**src/rtl/branch_outcome_tracker.sv**
```systemverilog
// In-flight branch queue between Fetch and Execute: remembers each prediction's chooser
// inputs and, when the oldest branch resolves, emits one registered training pulse.
module branch_outcome_tracker #(
  parameter int CPHT_INDEX_BITS = 10,
  parameter int DEPTH           = 4
) (
  input  logic                       clk,
  input  logic                       rst_n,
  input  logic                       push_valid,
  output logic                       push_ready,
  input  logic [CPHT_INDEX_BITS-1:0] push_index,
  input  logic                       push_local_pred,
  input  logic                       push_global_pred,
  input  logic                       push_choice,
  input  logic                       resolve_valid,
  input  logic                       resolve_taken,
  input  logic                       flush,
  output logic                       upd_valid,
  output logic [CPHT_INDEX_BITS-1:0] upd_index,
  output logic                       upd_local_correct,
  output logic                       upd_global_correct,
  output logic                       mispredict,
  output logic [$clog2(DEPTH):0]     count,
  output logic                       err
);

  localparam int PTR_W   = $clog2(DEPTH);
  localparam int ENTRY_W = CPHT_INDEX_BITS + 3;

  logic [PTR_W:0]       wr_ptr;
  logic [PTR_W:0]       rd_ptr;
  logic [ENTRY_W-1:0]   mem [DEPTH];
  logic                 full;
  logic                 empty;
  logic                 do_push;
  logic                 do_pop;
  logic [ENTRY_W-1:0]   head;
  logic [CPHT_INDEX_BITS-1:0] head_index;
  logic                 head_local;
  logic                 head_global;
  logic                 head_choice;
  logic                 head_final;

  // The extra wrap bit distinguishes full from empty when the low bits coincide.
  assign full  = (wr_ptr[PTR_W] != rd_ptr[PTR_W]) && (wr_ptr[PTR_W-1:0] == rd_ptr[PTR_W-1:0]);
  assign empty = (wr_ptr == rd_ptr);
  assign count = wr_ptr - rd_ptr;
  assign push_ready = !full;

  assign do_push = push_valid && !full && !flush;
  assign do_pop  = resolve_valid && !empty && !flush;

  assign head = mem[rd_ptr[PTR_W-1:0]];
  assign {head_index, head_local, head_global, head_choice} = head;
  assign head_final = head_choice ? head_local : head_global;

  // Storage is deliberately left without reset; the pointers alone define validity.
  always_ff @(posedge clk) begin
    if (do_push) begin
      mem[wr_ptr[PTR_W-1:0]] <= {push_index, push_local_pred, push_global_pred, push_choice};
    end
  end

  always_ff @(posedge clk or negedge rst_n) begin
    if (!rst_n) begin
      wr_ptr             <= '0;
      rd_ptr             <= '0;
      upd_valid          <= 1'b0;
      upd_index          <= '0;
      upd_local_correct  <= 1'b0;
      upd_global_correct <= 1'b0;
      mispredict         <= 1'b0;
      err                <= 1'b0;
    end else begin
      if (flush) begin
        wr_ptr <= '0;
        rd_ptr <= '0;
      end else begin
        if (do_push) wr_ptr <= wr_ptr + 1'b1;
        if (do_pop)  rd_ptr <= rd_ptr + 1'b1;
      end

      upd_valid  <= do_pop;
      mispredict <= do_pop && (head_final != resolve_taken);
      if (do_pop) begin
        upd_index          <= head_index;
        upd_local_correct  <= (head_local == resolve_taken);
        upd_global_correct <= (head_global == resolve_taken);
      end

      if ((push_valid && full) || (resolve_valid && empty)) begin
        err <= 1'b1;
      end
    end
  end

endmodule

```
**config.mk**
```make
export PLATFORM = sky130hd
export DESIGN_NAME = branch_outcome_tracker
export DESIGN_NICKNAME = d
export VERILOG_FILES = /design/src/rtl/branch_outcome_tracker.sv
export SDC_FILE = /design/constraint.sdc
export NUM_CORES = 1
export LEC_CHECK = 0
export CORE_UTILIZATION = 35
export CTS_CLUSTER_DIAMETER = 100
export CTS_CLUSTER_SIZE = 14
export DETAILED_ROUTE_END_ITERATION = 6
export DONT_BUFFER_PORTS = 1
export SLEW_MARGIN = 5
export SYNTH_ARGS = -nofsm -noshare
export SYNTH_HDL_FRONTEND = slang
export SYNTH_SLANG_ARGS = --single-unit
```
**constraint.sdc**
```tcl
create_clock -name clk -period 3.01 [get_ports clk]
set_clock_uncertainty 0.15 [all_clocks]
set_input_delay 0.903 -clock clk [delete_from_list [all_inputs] [get_ports clk]]
set_output_delay 0.903 -clock clk [all_outputs]
set_load 0.02 [all_outputs]
```
# ---- Yosys cells after proc, flatten, opt, wreduce, memory -nomap -nowiden
# Memory sizes are Yosys's and may differ from the RTL's.
# Cells that the tools add are included.
dict set report op_classes {
  muxes 7
  add_sub_neg 3
  n_eq_ne 6
  reduce_logical 14
}
# operator count
set ops {}
lappend ops {{3-bit 2-to-1 mux} 4}
lappend ops {{1-bit logical AND} 8}
lappend ops {{3-bit by 1-bit adder with 3-bit output, second input constant} 2}
lappend ops {{2-bit nonzero test} 2}
lappend ops {{3-bit == test} 1}
lappend ops {{1-bit zero test} 3}
lappend ops {{1-bit 2-to-1 mux} 3}
lappend ops {{3-bit subtractor} 1}
lappend ops {{1-bit == test} 2}
lappend ops {{2-bit == test} 1}
lappend ops {{1-bit != test} 2}
lappend ops {{1-bit logical OR} 1}
dict set report word_totals {
  ramBits 52
  wordCells 39
  reg_bits 21
  mem_count 1
  output_inout_bits 19
}
# memory words word_bits read_ports rd_ports_with_merged_regs write_ports line_no
set memory_table {}
lappend memory_table {mem 4 13 1 0 1 32} ;# logic [ENTRY_W-1:0] mem [DEPTH];

# ---- Logic depth before layout (Yosys ltp)
dict set report depth {
  word_depth 7
  depth_mapped 9
  ltp_nobuf 6
}

# ---- Worst setup path before layout
# OpenSTA, ideal clock, no wires.
dict set report synth_path {
  path_kind {register -> register}
  from {register rd_ptr[1]}
  to {memory mem[3][0] (netlist name), enable pin}
  required_time_ns 2.499
  path_slack_ns 0.446
  setup_time_ns 0.361
  path_buffers 1
  stages_incl_launch_ff 8
  arrival_ns 2.054
  path_cell_list {dfrtp_1 clkbuf_1 inv_1 ha_1 nand2_1 o21ai_0 nor2_1 and2_1}
}
dict set report synth_between {
  elab_chain_len 7
}
# element line_no
set synth_rtl {}
lappend synth_rtl {{start, declared} 31} ;# logic [PTR_W:0] rd_ptr;
lappend synth_rtl {{start signal, assigned} 80} ;# if (do_pop) rd_ptr <= rd_ptr + 1'b1;
lappend synth_rtl {{2-bit == test} 45} ;# assign full = (wr_ptr[PTR_W] != rd_ptr[PTR_W]) && (wr_ptr[PTR_W-1:0] == rd_ptr[PTR_W-1:0]);
lappend synth_rtl {{1-bit logical AND} 45}
lappend synth_rtl {{1-bit zero test} 50} ;# assign do_push = push_valid && !full && !flush;
lappend synth_rtl {{1-bit logical AND (2 in series)} 50}
lappend synth_rtl {{1-bit 2-to-1 mux} 59} ;# if (do_push) begin
lappend synth_rtl {{1-bit 2-to-1 mux (implied by the code)} 60} ;# mem[wr_ptr[PTR_W-1:0]] <= {push_index, push_local_pred, push_global_pred, push_choice};
lappend synth_rtl {{end, declared} 32}
# Every way passes these cells.

# ---- Worst setup path after layout
dict set report layout_path {
  from {register wr_ptr[0]}
  to {output port count[2]}
}
dict set report layout_between {
  elab_chain_len 1
}
# element line_no
set layout_rtl {}
lappend layout_rtl {{start, declared} 30} ;# logic [PTR_W:0] wr_ptr;
lappend layout_rtl {{start signal, assigned} 79} ;# if (do_push) wr_ptr <= wr_ptr + 1'b1;
lappend layout_rtl {{3-bit subtractor} 47} ;# assign count = wr_ptr - rd_ptr;
lappend layout_rtl {{end, declared} 23} ;# output logic [$clog2(DEPTH):0] count,
# Every way passes these cells.

==> results.py <==
metrics = {
    "timing": {
        "relSlewSlack_pct": 53.4,
        "post-route-period-util_pct": 93.8,
        "final-hold-violation-count": 0,
        "finalSetupTns_ns": 0,
        "worstMarginPinSlew_ns": 0.699,
        "setup_ws_ns": 0.186,
        "slew_violations": 0,
        "period_needed_ns": 2.82,
        "rsz0062_at_grt": "false",
        "setup_viol": 0,
        "fmax_ghz": 0.354,
        "holdWs_ns": 0.0936,
    },
    "power": {
        "internal_power_w": 0.00191,
        "swShare_pct": 27.9,
        "clock_power_share_pct": 31.3,
        "p_leak_nw": 1.23,
        "comb_power_share_pct": 16.6,
        "vdd_drop_max_v": 0.000357,
        "power.switching_w": 0.000737,
        "power_frac_seq_pct": 52.1,
        "power_density_nw_per_um2": 798,
    },
    "placement": {
        "gp_congestion": 0.747,
        "portBuffers": 0,
        "place_ws_ns": 0.373,
        "place_hpwl_um": 3410,
    },
    "floorplan": {
        "core_area_um2": 8220,
        "dieArea_um2": 8820,
        "floorplan.initialDensity_pct": 36.0,
        "chipHeight_um": 93.9,
        "rows": 33,
        "io_pins": 38,
        "die_width_um": 93.9,
    },
    "clock_network": {
        "cts_buffers": 9,
        "clk_pin_slew_ns": 0.08,
        "ctsResizeCount": 0,
        "htreeDepth": 3,
        "cts_root_buf": "clkbuf_8",
        "cts.path.max_buffers": 2,
        "hold_buffers": 0,
        "cts_setup_buffers": 0,
        "clock_latency_ns": 0.34,
        "cts.sinks": 73,
        "cts_tree": "built",
    },
    "cells_and_area": {
        "diodes": 0,
        "final_common_cell": "edfxtp_1",
        "drive_above_1_share_pct": 28.1,
        "fillCellCount": 719,
        "final_cell_mix": "edfxtp_1 (52), dfrtp_1 (21), mux4_2 (13)",
        "syn_to_final_growth_pct": 11.9,
        "final_nets": 189,
        "seq_area_um2": 2090,
        "multi_input_area_um2": 800,
    },
    "global_routing": {
        "grtUsageTotal_pct": 13.1,
        "grt_pass1_wl_um": 8160,
        "grt_pass1_vias": 1546,
        "grt_max_degree": 22,
        "antenna_found_initial": 0,
        "overflow": 0,
    },
    "status": {
        "outcome": "finished, final reports clean",
    },
    "logic_synthesis": {
        "synth_top_area_share_pct": 52.8,
        "syn_area_um2": 2960,
        "yosys.area.top_type": "edfxtp_1",
        "synth.area.top_cells": "edfxtp_1 (53%), dfrtp_1 (18%), mux4_2 (9.9%)",
        "synth.distinct_cells": 24,
        "syn_area_per_cell_um2": 19.5,
        "syn-num-nets": 179,
        "syn_inst": 152,
        "synth-seq-area-share_pct": 70.6,
        "yosys_warnings": 0,
        "ys_ff_latch": 73,
    },
    "min_path": {
        "hold_class": "input port to asynchronous set/reset pin",
    },
    "route": {
        "ant_nets": 0,
        "drc": 0,
        "drt_wl_total_um": 5110,
        "routed_via_density": 5.01,
        "drt_iter0_markers": 85,
        "wl_per_cell_um": 18.8,
        "routed-via-count": 1364,
        "firstDrtPassIters": 4,
    },
    "worst_setup_path": {
        "end_kind": "output pin",
        "cp_max_fo": 4,
        "crit_type": "flip-flop to output pin",
        "crit_required_ns": 1.96,
        "start_kind": "flip-flop",
        "arrival_ns": 1.77,
    },
    "flow_run": {
        "maxCapViolCount": 0,
    },
}
[synth_stat cells]
cell type and n:
o21bai_1 1, o21ai_2 1, ha_1 7, mux2i_1 4, buf_12 1, clkbuf_1 2
nor2_1 8, edfxtp_1 52, and2_1 4, mux2_2 4, o21ai_0 1, nand3_1 1
or2_1 1, dfrtp_1 21, nand2_1 1, buf_2 2, xnor2_1 5, buf_6 1
mux4_2 13, fa_1 1, inv_1 6, mux2_4 8, o211ai_1 2, xor2_1 5
[registers in the layout, indices dropped and copies added, names as in the netlist]
register and cells:
mem 52, upd_index 10, rd_ptr 3, wr_ptr 3, err 1, mispredict 1, upd_global_correct 1, upd_local_correct 1
upd_valid 1
[stage by stage]
stage          power [W]  std cells  cell area (um^2)  util (%)
2_1_floorplan    0.00175        152              2960         -
3_3_place_gp     0.00183        256              3090      37.6
3_5_place_dp     0.00185        256              3090      37.6
4_1_cts          0.00268        272              3310      40.3
5_1_grt          0.00275        272              3310      40.3
6_report         0.00264        272              3310      40.3
[power by group through the flow]
stage	registers, W	logic, W	clock network, W
floorplan	0.00138	0.000373	0
global placement	0.00140	0.000432	0
detailed placement	0.00140	0.000446	0
CTS	0.00138	0.000449	0.000852
global route	0.00139	0.000480	0.000885
finish	0.00138	0.000439	0.000828
[logic make-up (layout without fill, tap and decap cells)]
kind of cell               Yosys count  count (layout)  synth area share, %
buffers and inverters               12              27                 2.41
xor gates and xnor gates            10              10                 2.96
and+or+nand+nor                     15              15                 2.37
DFF                                 73              73                 70.6
muxes                               29              29                 16.8
adders and majority gates            8               8                 3.64
AOI/OAI and AO/OA                    5               5                 1.23
[area by class of cell]
type	count	share of cell area, %
sequential	73	63.1
multi-input combinational	67	24.2
inverter	6	0.681
tap	105	3.97
clock buffer	9	3.74
timing repair buffer	5	1.51
clock inverter	7	2.87
[metal layers]
metal	global-route usage [%]	routed length [um]	vias to the layer above
met3	7.04	433	5
met1	15.2	2110	723
met4	5.00	39	0
met5	0	0	-
li1	-	-	592
met2	20.4	2530	44
[final timing paths]
path	startpoint	endpoint	slack, ns	cells after the start
max	wr_ptr[0]	count[2]	0.19	5
min	rst_n	wr_ptr[2]	0.09	0
max reg2reg	wr_ptr[0]	mem[1][7]	0.39	6
min reg2reg	wr_ptr[2]	wr_ptr[2]	0.48	2
max in group asynchronous	rst_n	upd_index[4]	2.54	0
min in group clk	flush	wr_ptr[2]	0.46	1
[critical path, stage by stage, from the launching register on]
cell	delay [ns]
dfrtp_1	0.39
inv_1	0.11
ha_1	0.22
fa_1	0.37
xnor2_1	0.17
buf_4	0.16
No activity file was read; power rests on OpenSTA's default activity.
